<file path="config.mk">
export PLATFORM = sky130hd
export DESIGN_NAME = c_nibble_tx_flat
export DESIGN_NICKNAME = d
export VERILOG_FILES = /design/src/rtl/c_nibble_tx_pkg.sv /design/src/rtl/c_nibble_tx_if.sv /design/src/rtl/c_tx_shift.sv /design/src/rtl/c_nibble_tx.sv /design/src/flat_wrapper.sv
export SDC_FILE = /design/constraint.sdc
export NUM_CORES = 1
export LEC_CHECK = 0
export CELL_PAD_IN_SITES_DETAIL_PLACEMENT = 1
export CELL_PAD_IN_SITES_GLOBAL_PLACEMENT = 2
export CORE_MARGIN = 2
export CORE_UTILIZATION = 33
export CTS_CLUSTER_SIZE = 25
export DETAILED_ROUTE_END_ITERATION = 8
export PLACE_DENSITY = 0.84
export SYNTH_ARGS = -nofsm -noshare
export SYNTH_HDL_FRONTEND = slang
export SYNTH_SLANG_ARGS = --single-unit
</file>
<file path="constraint.sdc">
create_clock -name clk -period 1.61 [get_ports clk]
set_input_delay 0.4025 -clock clk [delete_from_list [all_inputs] [get_ports clk]]
set_output_delay 0.4025 -clock clk [all_outputs]
set_load 0.01 [all_outputs]
</file>
<file path="src/rtl/c_nibble_tx_pkg.sv">
// c_nibble_tx shared types: serial FSM states and frame constants.
// Imported by the top level and the serial shifter.
package c_nibble_tx_pkg;

  typedef enum logic [1:0] {
    IDLE,
    START,
    DATA,
    STOP
  } tx_state_e;

  // start + 8 data + stop
  localparam int unsigned FRAME_BITS = 10;
  localparam int unsigned DATA_BITS  = FRAME_BITS - 2;

  function automatic logic [7:0] pack_nib(
    input logic [3:0] hi,
    input logic [3:0] lo
  );
    return {hi, lo};
  endfunction

endpackage

</file>
<file path="src/rtl/c_nibble_tx_if.sv">
// c_nibble_tx bus: nibble stream and overflow clear in, serial line,
// busy and sticky overflow out. master = producer, slave = transmitter.
interface c_nibble_tx_if;

  logic [3:0] pi_c;
  logic       pi_c_vld;
  logic       pi_ovf_clr;
  logic       po_tx;
  logic       po_busy;
  logic       po_ovf;

  modport master (
    output pi_c,
    output pi_c_vld,
    output pi_ovf_clr,
    input  po_tx,
    input  po_busy,
    input  po_ovf
  );

  modport slave (
    input  pi_c,
    input  pi_c_vld,
    input  pi_ovf_clr,
    output po_tx,
    output po_busy,
    output po_ovf
  );

endinterface

</file>
<file path="src/rtl/c_tx_shift.sv">
// c_tx_shift: 8N1 serialiser. Ports: clk, rst_n, hold_full_i/hold_i (byte
// on offer), take_o (byte consumed this cycle), tx_o (line), idle_o.
module c_tx_shift #(
  parameter int unsigned BIT_CNT = 4,
  parameter int unsigned CNT_W   = 8
) (
  input  logic       clk,
  input  logic       rst_n,
  input  logic       hold_full_i,
  input  logic [7:0] hold_i,
  output logic       take_o,
  output logic       tx_o,
  output logic       idle_o
);

  import c_nibble_tx_pkg::*;

  localparam logic [CNT_W-1:0] CNT_MAX = CNT_W'(BIT_CNT - 1);
  localparam logic [2:0]       IDX_MAX = 3'(DATA_BITS - 1);

  tx_state_e        state_q;
  logic [CNT_W-1:0] cnt_q;
  logic [2:0]       idx_q;
  logic [7:0]       shift_q;
  logic             tx_q;
  logic             bit_end;

  assign bit_end = (cnt_q == CNT_MAX);

  // A waiting byte is taken from IDLE or at the last clock of the stop
  // bit, so back-to-back frames have no idle gap.
  assign take_o = hold_full_i &
                  ((state_q == IDLE) |
                   ((state_q == STOP) & bit_end));

  assign tx_o   = tx_q;
  assign idle_o = (state_q == IDLE);

  always_ff @(posedge clk) begin
    if (!rst_n) begin
      state_q <= IDLE;
      cnt_q   <= '0;
      idx_q   <= '0;
      shift_q <= '0;
      tx_q    <= 1'b1;
    end else begin
      unique case (state_q)
        IDLE: begin
          if (hold_full_i) begin
            state_q <= START;
            shift_q <= hold_i;
            cnt_q   <= '0;
            tx_q    <= 1'b0;
          end
        end
        START: begin
          if (bit_end) begin
            state_q <= DATA;
            idx_q   <= '0;
            cnt_q   <= '0;
            tx_q    <= shift_q[0];
          end else begin
            cnt_q <= cnt_q + 1'b1;
          end
        end
        DATA: begin
          if (bit_end) begin
            cnt_q <= '0;
            if (idx_q == IDX_MAX) begin
              state_q <= STOP;
              tx_q    <= 1'b1;
            end else begin
              idx_q <= idx_q + 3'd1;
              tx_q  <= shift_q[idx_q + 3'd1];
            end
          end else begin
            cnt_q <= cnt_q + 1'b1;
          end
        end
        STOP: begin
          if (bit_end) begin
            cnt_q <= '0;
            if (hold_full_i) begin
              state_q <= START;
              shift_q <= hold_i;
              tx_q    <= 1'b0;
            end else begin
              state_q <= IDLE;
              tx_q    <= 1'b1;
            end
          end else begin
            cnt_q <= cnt_q + 1'b1;
          end
        end
        default: begin
          state_q <= IDLE;
          tx_q    <= 1'b1;
        end
      endcase
    end
  end

endmodule

</file>
<file path="src/rtl/c_nibble_tx.sv">
// c_nibble_tx: packs AND-stage nibbles into bytes, holds one, sends 8N1.
// Ports: clk, rst_n, bus (slave: pi_c/pi_c_vld/pi_ovf_clr, po_tx/busy/ovf).
module c_nibble_tx #(
  parameter int unsigned BIT_CNT = 4,
  parameter int unsigned CNT_W   = 8
) (
  input  logic           clk,
  input  logic           rst_n,
  c_nibble_tx_if.slave   bus
);

  import c_nibble_tx_pkg::*;

  logic       phase_q, phase_d;
  logic [3:0] low_q,   low_d;
  logic [7:0] hold_q,  hold_d;
  logic       full_q,  full_d;
  logic       ovf_q,   ovf_d;

  logic       new_byte;
  logic       drop;
  logic       take;
  logic       tx;
  logic       idle;

  assign new_byte = bus.pi_c_vld & phase_q;
  // Hold still occupied and not being drained: the new byte is lost.
  assign drop     = new_byte & full_q & ~take;

  always_comb begin
    phase_d = phase_q;
    low_d   = low_q;
    hold_d  = hold_q;
    full_d  = (full_q & ~take) | new_byte;
    ovf_d   = ovf_q;
    if (bus.pi_c_vld) begin
      phase_d = ~phase_q;
      if (!phase_q) low_d = bus.pi_c;
    end
    if (new_byte & ~drop) hold_d = pack_nib(bus.pi_c, low_q);
    // set has priority over clear
    if (drop)                ovf_d = 1'b1;
    else if (bus.pi_ovf_clr) ovf_d = 1'b0;
  end

  always_ff @(posedge clk) begin
    if (!rst_n) begin
      phase_q <= 1'b0;
      low_q   <= '0;
      hold_q  <= '0;
      full_q  <= 1'b0;
      ovf_q   <= 1'b0;
    end else begin
      phase_q <= phase_d;
      low_q   <= low_d;
      hold_q  <= hold_d;
      full_q  <= full_d;
      ovf_q   <= ovf_d;
    end
  end

  c_tx_shift #(
    .BIT_CNT (BIT_CNT),
    .CNT_W   (CNT_W)
  ) u_shift (
    .clk         (clk),
    .rst_n       (rst_n),
    .hold_full_i (full_q),
    .hold_i      (hold_q),
    .take_o      (take),
    .tx_o        (tx),
    .idle_o      (idle)
  );

  assign bus.po_tx   = tx;
  assign bus.po_busy = ~idle | full_q;
  assign bus.po_ovf  = ovf_q;

endmodule

</file>
<file path="src/flat_wrapper.sv">
// flat-port wrapper written by rule: the top's interface ports become plain ports
module c_nibble_tx_flat import c_nibble_tx_pkg::*;
#(
  parameter int unsigned BIT_CNT = 4,
  parameter int unsigned CNT_W   = 8
)
  (clk, rst_n, bus_pi_c, bus_pi_c_vld, bus_pi_ovf_clr, bus_po_tx, bus_po_busy, bus_po_ovf);
  c_nibble_tx_if bus_i ();
  input  logic clk;
  input  logic rst_n;
  input wire logic [$bits(bus_i.pi_c)-1:0] bus_pi_c;
  input wire logic [$bits(bus_i.pi_c_vld)-1:0] bus_pi_c_vld;
  input wire logic [$bits(bus_i.pi_ovf_clr)-1:0] bus_pi_ovf_clr;
  output wire logic [$bits(bus_i.po_tx)-1:0] bus_po_tx;
  output wire logic [$bits(bus_i.po_busy)-1:0] bus_po_busy;
  output wire logic [$bits(bus_i.po_ovf)-1:0] bus_po_ovf;
  assign bus_i.pi_c = bus_pi_c;
  assign bus_i.pi_c_vld = bus_pi_c_vld;
  assign bus_i.pi_ovf_clr = bus_pi_ovf_clr;
  assign bus_po_tx = bus_i.po_tx;
  assign bus_po_busy = bus_i.po_busy;
  assign bus_po_ovf = bus_i.po_ovf;
  c_nibble_tx #(.BIT_CNT(BIT_CNT), .CNT_W(CNT_W)) u_core (.clk(clk), .rst_n(rst_n), .bus(bus_i));
endmodule
</file>
==> metrics.txt <==
status complete, but fails checks; failing checks setup timing; vias in the first global route 1575; Syn Area/Cell 9.27 µm²; Layout area overhead 46.4%; largest net degree at the start of global routing 27; DRT Pass-1 Iters 4; antenna viol nets, final 0; finished layout cell area 2620 µm²; Seq pwr share 34.1%; DP Wirelength 2.98 mm; share of power burned in the clock network 22.4%; row count 26; die height 77.6 µm; Yosys cell types 42; worst hold path type reg2reg; Syn Nets 209; CP Capture Type register; Setup Skew 3.83 ps; synthesized flop and latch total 37; Net Sw Frac 34.4%; cts hold-fix bufs 0; Vias 1543; port bufs 10; Tightest Pin Transition 339 ps; die span in x 77.6 µm; die area 6030 µm²; GRT Util Overall 15.5%; initial antenna violation count 0; type of origin of the critical path register; Fin. Hold Viols 0; sw power 1.04 mW; Synth Cell Area 1790 µm²; CORE AREA 5170 µm²; CTS H-tree depth 2; yosys synthesis warning count 0; Final period util 106%; leakage 1.03 nW; CTS clk-pin slew, worst paths 80 ps; layout cells sized above 1 38.3%; PD cells 1150 nW/µm²; maximum buffer depth of the clock tree 2; EDFF count, synth 0; post-DR wirelength/cell 14.6 µm; setup TNS -465 ps; Peak VDD IR 0.516 mV; crit path max fanout 4; critical path class reg2reg; worst rel slew slack 77.4%; FMAX 0.587 GHz; Placed Area 2270 µm²; post-route core utilization 50.6%; Setup WS post-layout -94.3 ps; nets@finish 258; DRC 0; MaxCap Viol Count 0; Arrival @ worst endpoint 1910 ps; Setup violations, final 13; hold depth 2; total gr overflow 0; Int Power 1.98 mW; top_reg_cell synth dfxtp_1; global-route wire length before repair 7.48 mm; Slew Limit Fails 0; routed vias/inst 4.93; gpl congestion 0.772; FF-to-FF path depth 7; synthesized instance count 193; clk_lat worst skew 290 ps; RSZ-0062 raised after global routing yes; Fillers 586; I/O Pins 11; placed cells 298; Critical Path RT 1810 ps; clk sink count 37; total CTS buffers 5; WL final 4.58 mm; CTS root buf clkbuf_8; antenna diode count 0; Comb pwr share 43.5%; CTS tree built; Post-synth ARST share 0%; fin cells 313; fin crit period 1700 ps; initial core utilization 34.6%; number of DRC markers in iteration 0 28; register area share after synthesis 41.4%
-- kinds of logic after synthesis --
group | share of synthesized area (%)
AND/OR/NAND/NOR | 20.5
buffers and inverters | 3.57
AO/OA/AOI/OAI | 13.0
XOR/XNOR | 0.490
flip-flops | 41.4
multiplexers | 15.5
adder cells (fa/ha/maj) | 5.59
-- state kept, by name, indices dropped and copies added, names as in the netlist, 2 cells and up --
| name | cells |
|---|---|
| u_core.u_shift.idx_q | 3 |
| u_core.u_shift.state_q | 2 |
| u_core.low_q | 4 |
| u_core.hold_q | 8 |
| u_core.u_shift.cnt_q | 8 |
| u_core.u_shift.shift_q | 8 |
-- path summary, 6_finish.rpt --
path                                                  end  slack (ps)                      start
worst max-delay path            u_core.u_shift.state_q[0]         -90  u_core.u_shift.state_q[0]
worst min-delay path            u_core.u_shift.shift_q[4]         460  u_core.u_shift.shift_q[4]
worst min register to register  u_core.u_shift.shift_q[4]         460  u_core.u_shift.shift_q[4]
worst max register to register  u_core.u_shift.state_q[0]         -90  u_core.u_shift.state_q[0]
-- power groups by stage --
stage / clock (mW) / combinational [mW] / sequential [mW]
finish: 0.675 / 1.31 / 1.03
global route: 0.737 / 1.43 / 1.03
CTS: 0.697 / 1.15 / 1.02
detailed placement: 0 / 1.05 / 1.04
global placement: 0 / 1.02 / 1.04
floorplan: 0 / 0.556 / 1.05
-- Yosys cell counts, types with 2 or more instances --
master     instances  share of area [%]
nor2b_1            3                1.0
mux2i_1           22                 12
mux4_2             2                2.5
a21oi_1            4                1.1
and2_1             2               0.70
nor2_1            14                2.9
clkbuf_1           7                1.5
nor3_1             4                1.1
o21ai_0            2               0.56
ha_1               8                5.6
inv_1              9                1.9
o211ai_1           2               0.84
o2111ai_1          2               0.98
nand2_1           38                8.0
or2_2              2               0.70
a21boi_0           2               0.84
a21oi_2            2               0.98
a211oi_1           2               0.84
o211a_1            2                1.1
and3_1             3                1.0
a311oi_1           2               0.98
dfxtp_1           37                 41
nand3_1            3               0.84
-- layer usage --
metal  routed length [µm]  share of wire (%)  vias up  GRT usage, %
li1                     -                  -      775             -
met4                   79                1.7        0          6.43
met1                 2210                 48      747          19.6
met5                    0                  0        -             0
met3                   74                1.6        6          2.67
met2                 2210                 48       15          26.0
-- cells in the final DEF, fill, tap and decap left out, drive strengths merged, types with 2 or more instances in the layout --
| cell | synthesis | final |
|---|---|---|
| buf | 1 | 41 |
| nand2 | 38 | 38 |
| dfxtp | 37 | 37 |
| mux2i | 22 | 22 |
| nor2 | 15 | 15 |
| inv | 9 | 10 |
| clkdlybuf4s50 | 0 | 8 |
| ha | 8 | 8 |
| a21oi | 6 | 6 |
| clkbuf | 7 | 5 |
| nor3 | 5 | 5 |
| and3 | 4 | 4 |
| nor2b | 3 | 3 |
| nand3 | 3 | 3 |
| o211ai | 2 | 2 |
| or2 | 2 | 2 |
| mux4 | 2 | 2 |
| o211a | 2 | 2 |
| o21ai | 2 | 2 |
| and2 | 2 | 2 |
| a21boi | 2 | 2 |
| a311oi | 2 | 2 |
| a21o | 2 | 2 |
| o2111ai | 2 | 2 |
| a211oi | 2 | 2 |
-- layout make-up --
| class | count | area (µm²) | share of cell area (%) |
|---|---|---|---|
| clock inverters | 3 | 21.3 | 0.812 |
| repair buffers | 50 | 462 | 17.6 |
| flip-flops and latches | 37 | 748 | 28.6 |
| clock buffers | 5 | 68.8 | 2.63 |
| well taps | 70 | 87.6 | 3.34 |
| inverters | 9 | 33.8 | 1.29 |
| multi-input cells | 139 | 1200 | 45.7 |
-- through the flow --
stage,power [mW],hold slack [ps],worst slack (ps)
after floorplan,1.61,432,-45.7
after global placement,2.06,440,-75.3
after detailed placement,2.09,449,-99.2
after CTS,2.87,461,-81.5
after global routing,3.21,493,-167
final,3.01,458,-94.3
-- repair_timing --
| item | CTS | global route |
|---|---|---|
| pin swaps | 7 | 12 |
| gates resized for setup | 19 | 26 |
| setup buffers | 5 | 5 |
| endpoints found under the setup margin | 12 | 30 |
| hold endpoints to repair | 0 | 0 |
-- worst max-delay path, cell delays in order (launching register included) --
cell,delay [ps]
dfxtp_2,350
inv_2,60
buf_6,120
ha_4,170
nor3_4,190
a21oi_2,70
or4_4,420
a221oi_2,240
(Power assumes the default switching activity.)
